File: src/rtl/im_boot_loader_pkg.sv
// Shared definitions for the instruction-memory boot loader: FSM state encoding,
// default memory geometry and state-class helpers.
package im_boot_loader_pkg;

  localparam int IM_DEPTH_DEFAULT = 64;
  localparam int IM_AW            = $clog2(IM_DEPTH_DEFAULT << 2);

  typedef enum logic [2:0] {
    IDLE,
    LEN_LO,
    LEN_HI,
    DATA,
    WRITE,
    CHKSUM,
    DONE,
    ERROR
  } boot_state_t;

  // States in which a byte may be taken from the stream.
  function automatic logic is_rx_state(input boot_state_t s);
    return s inside {LEN_LO, LEN_HI, DATA, CHKSUM};
  endfunction

  // States that belong to a load in progress.
  function automatic logic is_busy(input boot_state_t s);
    return !(s inside {IDLE, DONE, ERROR});
  endfunction

endpackage

File: src/rtl/im_boot_loader_timeout.sv
// Load-clear idle watchdog: counts enabled cycles and flags the cycle in which
// the count would reach LIMIT. Reusable for any byte-stream loader.
module boot_timeout_ctr #(
  parameter int LIMIT = 1000000
) (
  input  logic clk,
  input  logic rst_n,
  input  logic clear,
  input  logic enable,
  output logic expired
);

  localparam int CW = $clog2(LIMIT + 1);

  logic [CW-1:0] count;

  // NOTE: sequential state is updated with non-blocking assignments only, so
  // every register samples the pre-edge values of its neighbours.
  always_ff @(posedge clk or negedge rst_n) begin
    if (!rst_n) begin
      count <= '0;
    end else if (clear) begin
      count <= '0;
    end else if (enable) begin
      count <= count + 1'b1;
    end
  end

  // The increment on this edge would make LIMIT idle cycles.
  assign expired = enable && !clear && (count == CW'(LIMIT - 1));

endmodule

File: src/rtl/im_boot_loader.sv
// Framed byte-stream loader feeding the instruction-memory write port.
// Define IM_BOOT_CHECKSUM_EN to require a trailing XOR checksum byte per frame.
module im_boot_loader
  import im_boot_loader_pkg::*;
#(
  parameter int IM_DEPTH       = IM_DEPTH_DEFAULT,
  parameter int TIMEOUT_CYCLES = 1000000
) (
  input  logic                              clk_100MHz,
  input  logic                              reset,
  input  logic                              start,
  input  logic [7:0]                        rx_data,
  input  logic                              rx_valid,
  output logic                              rx_ready,
  output logic [$clog2(IM_DEPTH<<2)-1:0]    writeAddr_IM,
  output logic [31:0]                       writeData_IM,
  output logic                              writeEn_IM,
  output logic                              Memory_Initialization,
  output logic                              load_done,
  output logic                              load_error,
  output logic [$clog2(IM_DEPTH):0]         words_loaded
);

  localparam int AW = $clog2(IM_DEPTH << 2);
  localparam logic [15:0] DEPTH16 = 16'(IM_DEPTH);

  boot_state_t state, next_state;

  logic [15:0] len;
  logic [23:0] word_lo;
  logic [1:0]  byte_idx;
  logic        accept;
  logic        begin_load;
  logic        timeout;
  logic [15:0] len_full;
  logic        len_bad;
  logic        last_word;
`ifdef IM_BOOT_CHECKSUM_EN
  logic [7:0]  chk;
`endif

  assign rx_ready  = is_rx_state(state);
  assign accept    = rx_valid && rx_ready;
  assign len_full  = {rx_data, len[7:0]};
  assign len_bad   = (len_full == 16'd0) || (len_full > DEPTH16);
  assign last_word = (16'(words_loaded + 1'b1) == len);

  boot_timeout_ctr #(
    .LIMIT (TIMEOUT_CYCLES)
  ) u_timeout (
    .clk     (clk_100MHz),
    .rst_n   (reset),
    .clear   (accept || !is_rx_state(state)),
    .enable  (is_rx_state(state)),
    .expired (timeout)
  );

  always_ff @(posedge clk_100MHz or negedge reset) begin
    if (!reset) state <= IDLE;
    else        state <= next_state;
  end

  // NOTE: every signal driven here gets a default first, so no path can leave
  // it unassigned and infer a latch.
  always_comb begin
    next_state = state;
    begin_load = 1'b0;
    case (state)
      IDLE, DONE, ERROR: begin
        if (start) begin
          next_state = LEN_LO;
          begin_load = 1'b1;
        end
      end
      LEN_LO: begin
        if (accept)       next_state = LEN_HI;
        else if (timeout) next_state = ERROR;
      end
      LEN_HI: begin
        if (accept)       next_state = len_bad ? ERROR : DATA;
        else if (timeout) next_state = ERROR;
      end
      DATA: begin
        if (accept) begin
          if (byte_idx == 2'd3) next_state = WRITE;
        end else if (timeout) begin
          next_state = ERROR;
        end
      end
      WRITE: begin
`ifdef IM_BOOT_CHECKSUM_EN
        next_state = last_word ? CHKSUM : DATA;
`else
        next_state = last_word ? DONE : DATA;
`endif
      end
`ifdef IM_BOOT_CHECKSUM_EN
      CHKSUM: begin
        if (accept)       next_state = (rx_data == chk) ? DONE : ERROR;
        else if (timeout) next_state = ERROR;
      end
`endif
      default: next_state = IDLE;
    endcase
  end

  always_ff @(posedge clk_100MHz or negedge reset) begin
    if (!reset) begin
      len                   <= '0;
      word_lo               <= '0;
      byte_idx              <= '0;
      words_loaded          <= '0;
      writeEn_IM            <= 1'b0;
      writeAddr_IM          <= '0;
      writeData_IM          <= '0;
      Memory_Initialization <= 1'b0;
      load_done             <= 1'b0;
      load_error            <= 1'b0;
`ifdef IM_BOOT_CHECKSUM_EN
      chk                   <= '0;
`endif
    end else begin
      // The write port is only non-zero for the single WRITE cycle.
      writeEn_IM            <= 1'b0;
      writeAddr_IM          <= '0;
      writeData_IM          <= '0;
      Memory_Initialization <= is_busy(next_state);

      if (begin_load) begin
        len          <= '0;
        byte_idx     <= '0;
        words_loaded <= '0;
        load_done    <= 1'b0;
        load_error   <= 1'b0;
`ifdef IM_BOOT_CHECKSUM_EN
        chk          <= '0;
`endif
      end

      if (state != DONE && next_state == DONE)   load_done  <= 1'b1;
      if (state != ERROR && next_state == ERROR) load_error <= 1'b1;

      case (state)
        LEN_LO: if (accept) len[7:0]  <= rx_data;
        LEN_HI: if (accept) len[15:8] <= rx_data;
        DATA: begin
          if (accept) begin
`ifdef IM_BOOT_CHECKSUM_EN
            chk <= chk ^ rx_data;
`endif
            byte_idx <= byte_idx + 1'b1;
            case (byte_idx)
              2'd0: word_lo[7:0]   <= rx_data;
              2'd1: word_lo[15:8]  <= rx_data;
              2'd2: word_lo[23:16] <= rx_data;
              default: begin
                writeEn_IM   <= 1'b1;
                writeAddr_IM <= {words_loaded[AW-3:0], 2'b00};
                writeData_IM <= {rx_data, word_lo};
              end
            endcase
          end
        end
        WRITE: words_loaded <= words_loaded + 1'b1;
        default: ;
      endcase
    end
  end

endmodule
File: config.mk
export PLATFORM = sky130hd
export DESIGN_NAME = im_boot_loader
export DESIGN_NICKNAME = d
export VERILOG_FILES = /design/src/rtl/im_boot_loader_pkg.sv /design/src/rtl/im_boot_loader_timeout.sv /design/src/rtl/im_boot_loader.sv
export SDC_FILE = /design/constraint.sdc
export NUM_CORES = 1
export LEC_CHECK = 0
export CAP_MARGIN = 20
export CORE_ASPECT_RATIO = 2
export CORE_UTILIZATION = 45
export DETAILED_ROUTE_END_ITERATION = 8
export MAX_ROUTING_LAYER = met4
export PLACE_DENSITY = 0.75
export SYNTH_ARGS = -nofsm -noshare
export SYNTH_HDL_FRONTEND = slang
export SYNTH_HIERARCHICAL = 1
export SYNTH_SLANG_ARGS = --single-unit
File: constraint.sdc
create_clock -name clk_100MHz -period 3.41 [get_ports clk_100MHz]
set_input_delay 0.5115 -clock clk_100MHz [delete_from_list [all_inputs] [get_ports clk_100MHz]]
set_output_delay 0.5115 -clock clk_100MHz [all_outputs]
set_load 0.03 [all_outputs]
# Word level (Yosys, flattened, before mapping)
# Index checks and enable logic that the tools add are counted.
word_totals:
  register_bits: 116
  inputBits: 12
  output_inout_bits: 52
  elab_cells: 95
op_classes:
  add_sub_neg: 4
  order_cmp: 1
  n_eq_ne: 16
  mux: 35
  n_reduce_logical: 25
ops:
  columns: ["op", "n"]
  rows:
  - ["$mux 32", 3]
  - ["$mux 8", 7]
  - ["$mux 20", 2]
  - ["$mux 3", 8]
  - ["$add 20x1->20 const B", 1]
  - ["$eq 20x20->1 const B", 1]
  - ["$eq 3x3->1 const B", 6]
  - ["$eq 8x16->1", 1]
  - ["$gt 16x7->1 const B", 1]
  - ["$logic_not 16->1", 1]
  - ["$mux 16", 1]
  - ["$pmux 3 s5", 1]
  - ["$mux 7", 2]
  - ["$reduce_and 3->1", 3]
  - ["$add 7x1->8 const B", 1]
  - ["$mux 1", 8]
  - ["$reduce_bool 2->1", 4]
  - ["$add 7x1->7 const B", 1]
  - ["$eq 3x2->1 const B", 2]
  - ["$logic_not 3->1", 2]
  - ["$mux 2", 3]
  - ["$ne 3x3->1 const B", 2]
  - ["$reduce_or 3->1", 2]
  - ["$logic_and 1x1->1", 5]
  - ["9 further kinds", 13]

# Longest topological paths before layout
logic_depth:
  depth_word: 13
  mapped_depth: 11
  mapped_depth_nobuf: 11

# Hierarchy
# The synthesis kept the hierarchy.
by_module_without_submodules:
  columns: ["mod", "instances", "cells_per_inst", "area_each_um2", "seq_area_each_um2"]
  rows:
  - ["im_boot_loader", 1, 356, 3976.3, 2352.3]
  - ["boot_timeout_ctr", 1, 107, 1042.2, 500.5]

# Worst setup path before layout
# OpenSTA, ideal clock, no wires.
synth_timing:
  path_type: "register to register"
  startpoint: "register state[2]"
  endpoint: "register Memory_Initialization"
  setup_ns: 0.094
  arrival_time_ns: 2.746
  setup_slack_ns: 0.570
  path_stages_with_launch: 12
  path_buffers: 0
  path_cell_list: "dfrtp_1 nand2b_1 nand2_1 nand2b_1 nand2b_1 or4_1 nor4_1 nor2_1 a2111oi_0 a211o_1 a211oi_1 a211oi_1"
synth_between:
  elab_chain_len: 13
  word_cells_on_any_way: 28
synth_rtl:
  columns: ["item", "line_no", "source"]
  rows:
  - ["from (decl)", "im_boot_loader.sv:27", "boot_state_t state, next_state;"]
  - ["from (signal assigned)", "im_boot_loader.sv:60", "else state <= next_state;"]
  - ["$eq 3x1->1, or another cell as far along", "im_boot_loader_pkg.sv:21", "return s inside {LEN_LO, LEN_HI, DATA, CHKSUM};"]
  - ["$reduce_bool 4->1 *", "im_boot_loader_pkg.sv:21", null]
  - ["net rx_ready", "im_boot_loader.sv:14", "output logic rx_ready,"]
  - ["$logic_and 1x1->1 or $logic_not 1->1 (tied branches)", "im_boot_loader.sv:43, im_boot_loader.sv:53", null]
  - ["$logic_or 1x1->1", "im_boot_loader.sv:53", ".clear (accept || !is_rx_state(state)),"]
  - ["$logic_not 1->1", "im_boot_loader_timeout.sv:30", "assign expired = enable && !clear && (count == CW'(LIMIT - 1));"]
  - ["$logic_and 1x1->1 * (2 in series)", "im_boot_loader_timeout.sv:30", null]
  - ["net timeout", "im_boot_loader.sv:34", "logic timeout;"]
  - ["$mux 3 *", "im_boot_loader.sv:77, im_boot_loader.sv:81, im_boot_loader.sv:86", null]
  - ["$mux 3 (on tied branches)", "im_boot_loader.sv:84, im_boot_loader.sv:76, im_boot_loader.sv:80", null]
  - ["$pmux 3 s5 *", "im_boot_loader.sv:68", "case (state)"]
  - ["$eq 3x3->1 or $logic_not 3->1 (tied branches)", "im_boot_loader_pkg.sv:26", "return !(s inside {IDLE, DONE, ERROR});"]
  - ["$reduce_bool 3->1 *", "im_boot_loader_pkg.sv:26", null]
  - ["$logic_not 1->1 *", "im_boot_loader_pkg.sv:26", null]
  - ["to (signal assigned)", "im_boot_loader.sv:127", "Memory_Initialization <= is_busy(next_state);"]
  - ["to (decl)", "im_boot_loader.sv:18", "output logic Memory_Initialization,"]
# The timed path passes the listed nets; every way through them passes the cells marked *.
# A chain may end at the register's enable or synchronous reset.

# Final worst setup path
layout_timing:
  startpoint: "register state[1]"
  endpoint: "register Memory_Initialization"
layout_between:
  elab_chain_len: 13
  word_cells_on_any_way: 28
layout_rtl:
  columns: ["item", "line_no"]
  rows:
  - ["$eq 3x1->1, or another cell as far along", "im_boot_loader_pkg.sv:21"]
  - ["$reduce_bool 4->1 *", "im_boot_loader_pkg.sv:21"]
  - ["$logic_and 1x1->1 or $logic_not 1->1 (tied branches)", "im_boot_loader.sv:43, im_boot_loader.sv:53"]
  - ["$logic_or 1x1->1", "im_boot_loader.sv:53"]
  - ["$logic_not 1->1", "im_boot_loader_timeout.sv:30"]
  - ["$logic_and 1x1->1 * (2 in series)", "im_boot_loader_timeout.sv:30"]
  - ["net timeout", "im_boot_loader.sv:34"]
  - ["$mux 3 *", "im_boot_loader.sv:77, im_boot_loader.sv:81, im_boot_loader.sv:86"]
  - ["$mux 3 (on tied branches)", "im_boot_loader.sv:84, im_boot_loader.sv:76, im_boot_loader.sv:80"]
  - ["$pmux 3 s5 *", "im_boot_loader.sv:68"]
  - ["$eq 3x3->1 or $logic_not 3->1 (tied branches)", "im_boot_loader_pkg.sv:26"]
  - ["$reduce_bool 3->1 *", "im_boot_loader_pkg.sv:26"]
  - ["$logic_not 1->1 *", "im_boot_loader_pkg.sv:26"]
# Marks and branches as above.

==> results.py <==
metrics = {
    "synthesis": {
        "syn_area_um2": 5020,
        "yosys_warnings": 6,
        "synthesis.instances": 463,
        "synth_ff_type": "sky130_fd_sc_hd__dfrtp_1",
        "syn_avg_cell_area_um2": 10.8,
        "ys_seq_area_frac": 0.568,
        "synth_enable_flop_cells": 0,
        "ys_types": 54,
        "synth-seq-cells": 114,
        "ys_async_sr_fraction": 1.00,
    },
    "pwr": {
        "p_total_w": 0.00473,
        "power-per-cell-area_nw_per_um2": 739,
        "max-vdd-ir-drop_uv": 508,
        "p_leak_nw": 2.90,
    },
    "drt": {
        "detail_route.wirelength_um": 11900,
        "drc": 0,
        "route.detailed.vias_per_inst": 5.62,
        "first_pass_iters": 4,
        "via_count": 3873,
        "drtIter0Drc": 384,
        "routedWlPerCell_um": 17.3,
        "drt.antenna.violating_nets": 0,
    },
    "sta": {
        "fin_tns_setup_ps": 0,
        "post-route-min-period_ps": 3060,
        "maxClockFrequency_mhz": 327,
        "fin_worst_hold_slack_ps": 146,
        "report.final.slew_viol_count": 0,
        "timing.final.hold_violations": 0,
        "setup_repair_after_global_routing_missed_its_margin": "false",
        "clock-skew-final_ps": 7.23,
        "final_number_of_setup_violating_endpoints": 0,
        "final.period_utilization": 0.898,
        "max_slew.worst_pin.slew_ps": 734,
        "maxSlewHeadroom": 0.511,
    },
    "floorplan": {
        "floorplan.io_pins": 64,
        "initial_utilization": 0.461,
        "die_y_um": 151,
        "fp-row-count": 54,
        "width_of_the_die_um": 76.7,
        "die_area_um2": 11600,
        "fp.coreArea_um2": 10900,
    },
    "clocking": {
        "clkSlewWorstSetupHoldPaths_ps": 60,
        "cts_tree": "built",
        "htree_num_levels": 4,
        "ctsRootBufferMaster": "sky130_fd_sc_hd__clkbuf_16",
        "clock_tree.buffer_depth": 2,
        "clock-sinks": 114,
        "cts_made_buffers": 17,
        "insertion_delay_ps": 420,
    },
    "critical_path": {
        "worstSetupStartpointType": "flip-flop",
        "critical-path-slowest-cell": "sky130_fd_sc_hd__dfrtp_1",
        "worst-setup-path-type": "flip-flop to flip-flop",
        "biggest_fanout_along_the_worst_timing_path": 14,
        "timing.critical_path.to_type": "flip-flop",
        "critical_path.max_stage_delay_ps": 570,
        "path_common_cell": "sky130_fd_sc_hd__nand2b_1",
        "worstPathArrival_ps": 3380,
        "cp_data_required_time_ps": 3730,
        "cp_cell_sequence": "nand2b_1 > nand2_1 > nand2b_1 > nand2b_1 > or4_1 > nor4_2 > nor2_1 > a2111oi_1 > a211o_1 > a211oi_1 > a211oi_1",
    },
    "grt": {
        "grt_start_max_net_pins": 59,
        "grt_util_met3": 0.0548,
        "use_met2": 0.398,
        "gr-usage-all-layers": 0.231,
        "first_global_vias": 3870,
        "grt_overflow_total": 0,
        "grt_first_pass_wirelength_um": 19400,
        "antenna_found_initial": 0,
        "grtUsageMet1": 0.232,
        "top_usage_layer": "met2",
    },
    "layout": {
        "post_layout_net_count": 555,
        "finalNonFillerCells": 689,
        "commonest_non_fill_non_tap_cell_in_the_layout": "sky130_fd_sc_hd__dfrtp_1",
        "syn_to_final_growth_pct": 27.5,
        "mostFrequentLayoutCells": "sky130_fd_sc_hd__dfrtp_1 (114), sky130_fd_sc_hd__clkdlybuf4s50_1 (60), sky130_fd_sc_hd__nand2_1 (59)",
        "fillers": 886,
        "insertedDiodeCount": 0,
        "layout_cell_share_with_drive_strength_beyond_1": 0.151,
    },
    "placed_design": {
        "count_of_input_and_output_buffers": 61,
        "gp_routability_congestion": 0.832,
        "hpwlAfterDp_um": 8230,
        "numPlacedInstances": 657,
    },
    "run": {
        "max_cap_viol_count": 0,
    },
    "min_path": {
        "hp-class": "primary input to asynchronous set/reset pin",
    },
    "run_status": {
        "run_status": "complete, no violations",
    },
}
[routing by layer]
metal	vias to the layer above	routed length [µm]
li1	1791	-
met1	1915	4540
met2	123	6430
met3	44	367
met4	0	597
met5	-	0
[worst max-delay path, delay by kind of cell, from the launching register on]
kind | cells | cell delay (ps)
DFF | 1 | 570
AOI/OAI and AO/OA | 4 | 910
and+or+nand+nor | 7 | 1500
[cell families (layout without fill, tap and decap cells)]
group,Yosys count,count (layout),synth area share
DFF,114,114,0.568
AOI/OAI and AO/OA,69,69,0.0838
and+or+nand+nor,195,195,0.208
buffers and inverters,31,116,0.0282
adders and majority gates,7,7,0.0175
other,1,2,0.000747
xor gates and xnor gates,19,19,0.0332
muxes,27,27,0.0601
[synthesized netlist by cell type (all sizes together), types with 2 or more instances]
master / number / share of area
nor3: 7 / 0.0070
and2: 7 / 0.0087
mux2i: 2 / 0.0040
dfrtp: 114 / 0.57
inv: 6 / 0.0045
and3: 41 / 0.052
ha: 7 / 0.017
xor2: 7 / 0.012
nand2b: 9 / 0.011
a311oi: 2 / 0.0035
xnor2: 12 / 0.021
nand4b: 2 / 0.0035
or3: 4 / 0.0052
a21oi: 10 / 0.010
nor4: 10 / 0.012
a21o: 2 / 0.0030
or4: 7 / 0.011
buf: 8 / 0.0090
nand2: 59 / 0.044
nand3b: 2 / 0.0030
clkbuf: 17 / 0.015
nand3: 9 / 0.0090
a2111oi: 2 / 0.0035
nand4: 9 / 0.014
o21ai: 35 / 0.035
a211oi: 2 / 0.0030
o31ai: 4 / 0.0060
mux2: 25 / 0.056
nor2: 24 / 0.018
[state kept, by name, indices dropped and copies added (netlist names)]
| signal | cells |
|---|---|
| byte_idx | 2 |
| writeData_IM | 32 |
| writeAddr_IM | 6 |
| word_lo | 24 |
| words_loaded | 7 |
| Memory_Initialization | 1 |
| writeEn_IM | 1 |
| len | 16 |
| load_done | 1 |
| u_timeout/count | 20 |
| state | 3 |
| load_error | 1 |
[layout make-up]
cell class / instances / area, µm² / share of cell area
flip-flops and latches: 114 / 2850 / 0.446
clock inverters: 15 / 135 / 0.0211
repair buffers: 78 / 748 / 0.117
clock buffers: 17 / 425 / 0.0665
multi-input cells: 319 / 2040 / 0.319
inverters: 6 / 22.5 / 0.00352
well taps: 140 / 175 / 0.0274
[metrics by stage]
stage | area, µm² | utilization | setup WS (ps)
2_1_floorplan | 5020 | - | 570
3_3_place_gp | 5830 | 0.536 | 352
3_5_place_dp | 5830 | 0.536 | 134
4_1_cts | 6390 | 0.587 | 224
5_1_grt | 6400 | 0.588 | 44.3
6_report | 6400 | 0.588 | 349
[report_power, final]
part | switching (W) | internal, W
registers | 0.000234 | 0.00163
clock network | 0.000721 | 0.000962
logic | 0.000666 | 0.000515
total | 0.00162 | 0.00311
[what timing repair did]
| action | 4_1_cts | 5_1_grt |
|---|---|---|
| setup endpoints to repair | 0 | 2 |
| hold buffers | 0 | 0 |
| buffers inserted | 0 | 0 |
| gates resized for setup | 0 | 2 |
[worst paths after layout]
path	cells after the start	from	slack [ps]	to
min	1	reset	150	words_loaded[3]$_DFFE_PN0P_
max	11	state[1]$_DFF_PN0_	350	Memory_Initialization$_DFF_PN0_
min reg2reg	1	load_error$_DFFE_PN0P_	490	load_error$_DFFE_PN0P_
max in group asynchronous	2	reset	2470	len[12]$_DFF_PN0_
min in group clk_100MHz	1	load_error$_DFFE_PN0P_	490	load_error$_DFFE_PN0P_
max reg2reg	11	state[1]$_DFF_PN0_	350	Memory_Initialization$_DFF_PN0_
No activity file was read; power rests on OpenSTA's default activity.
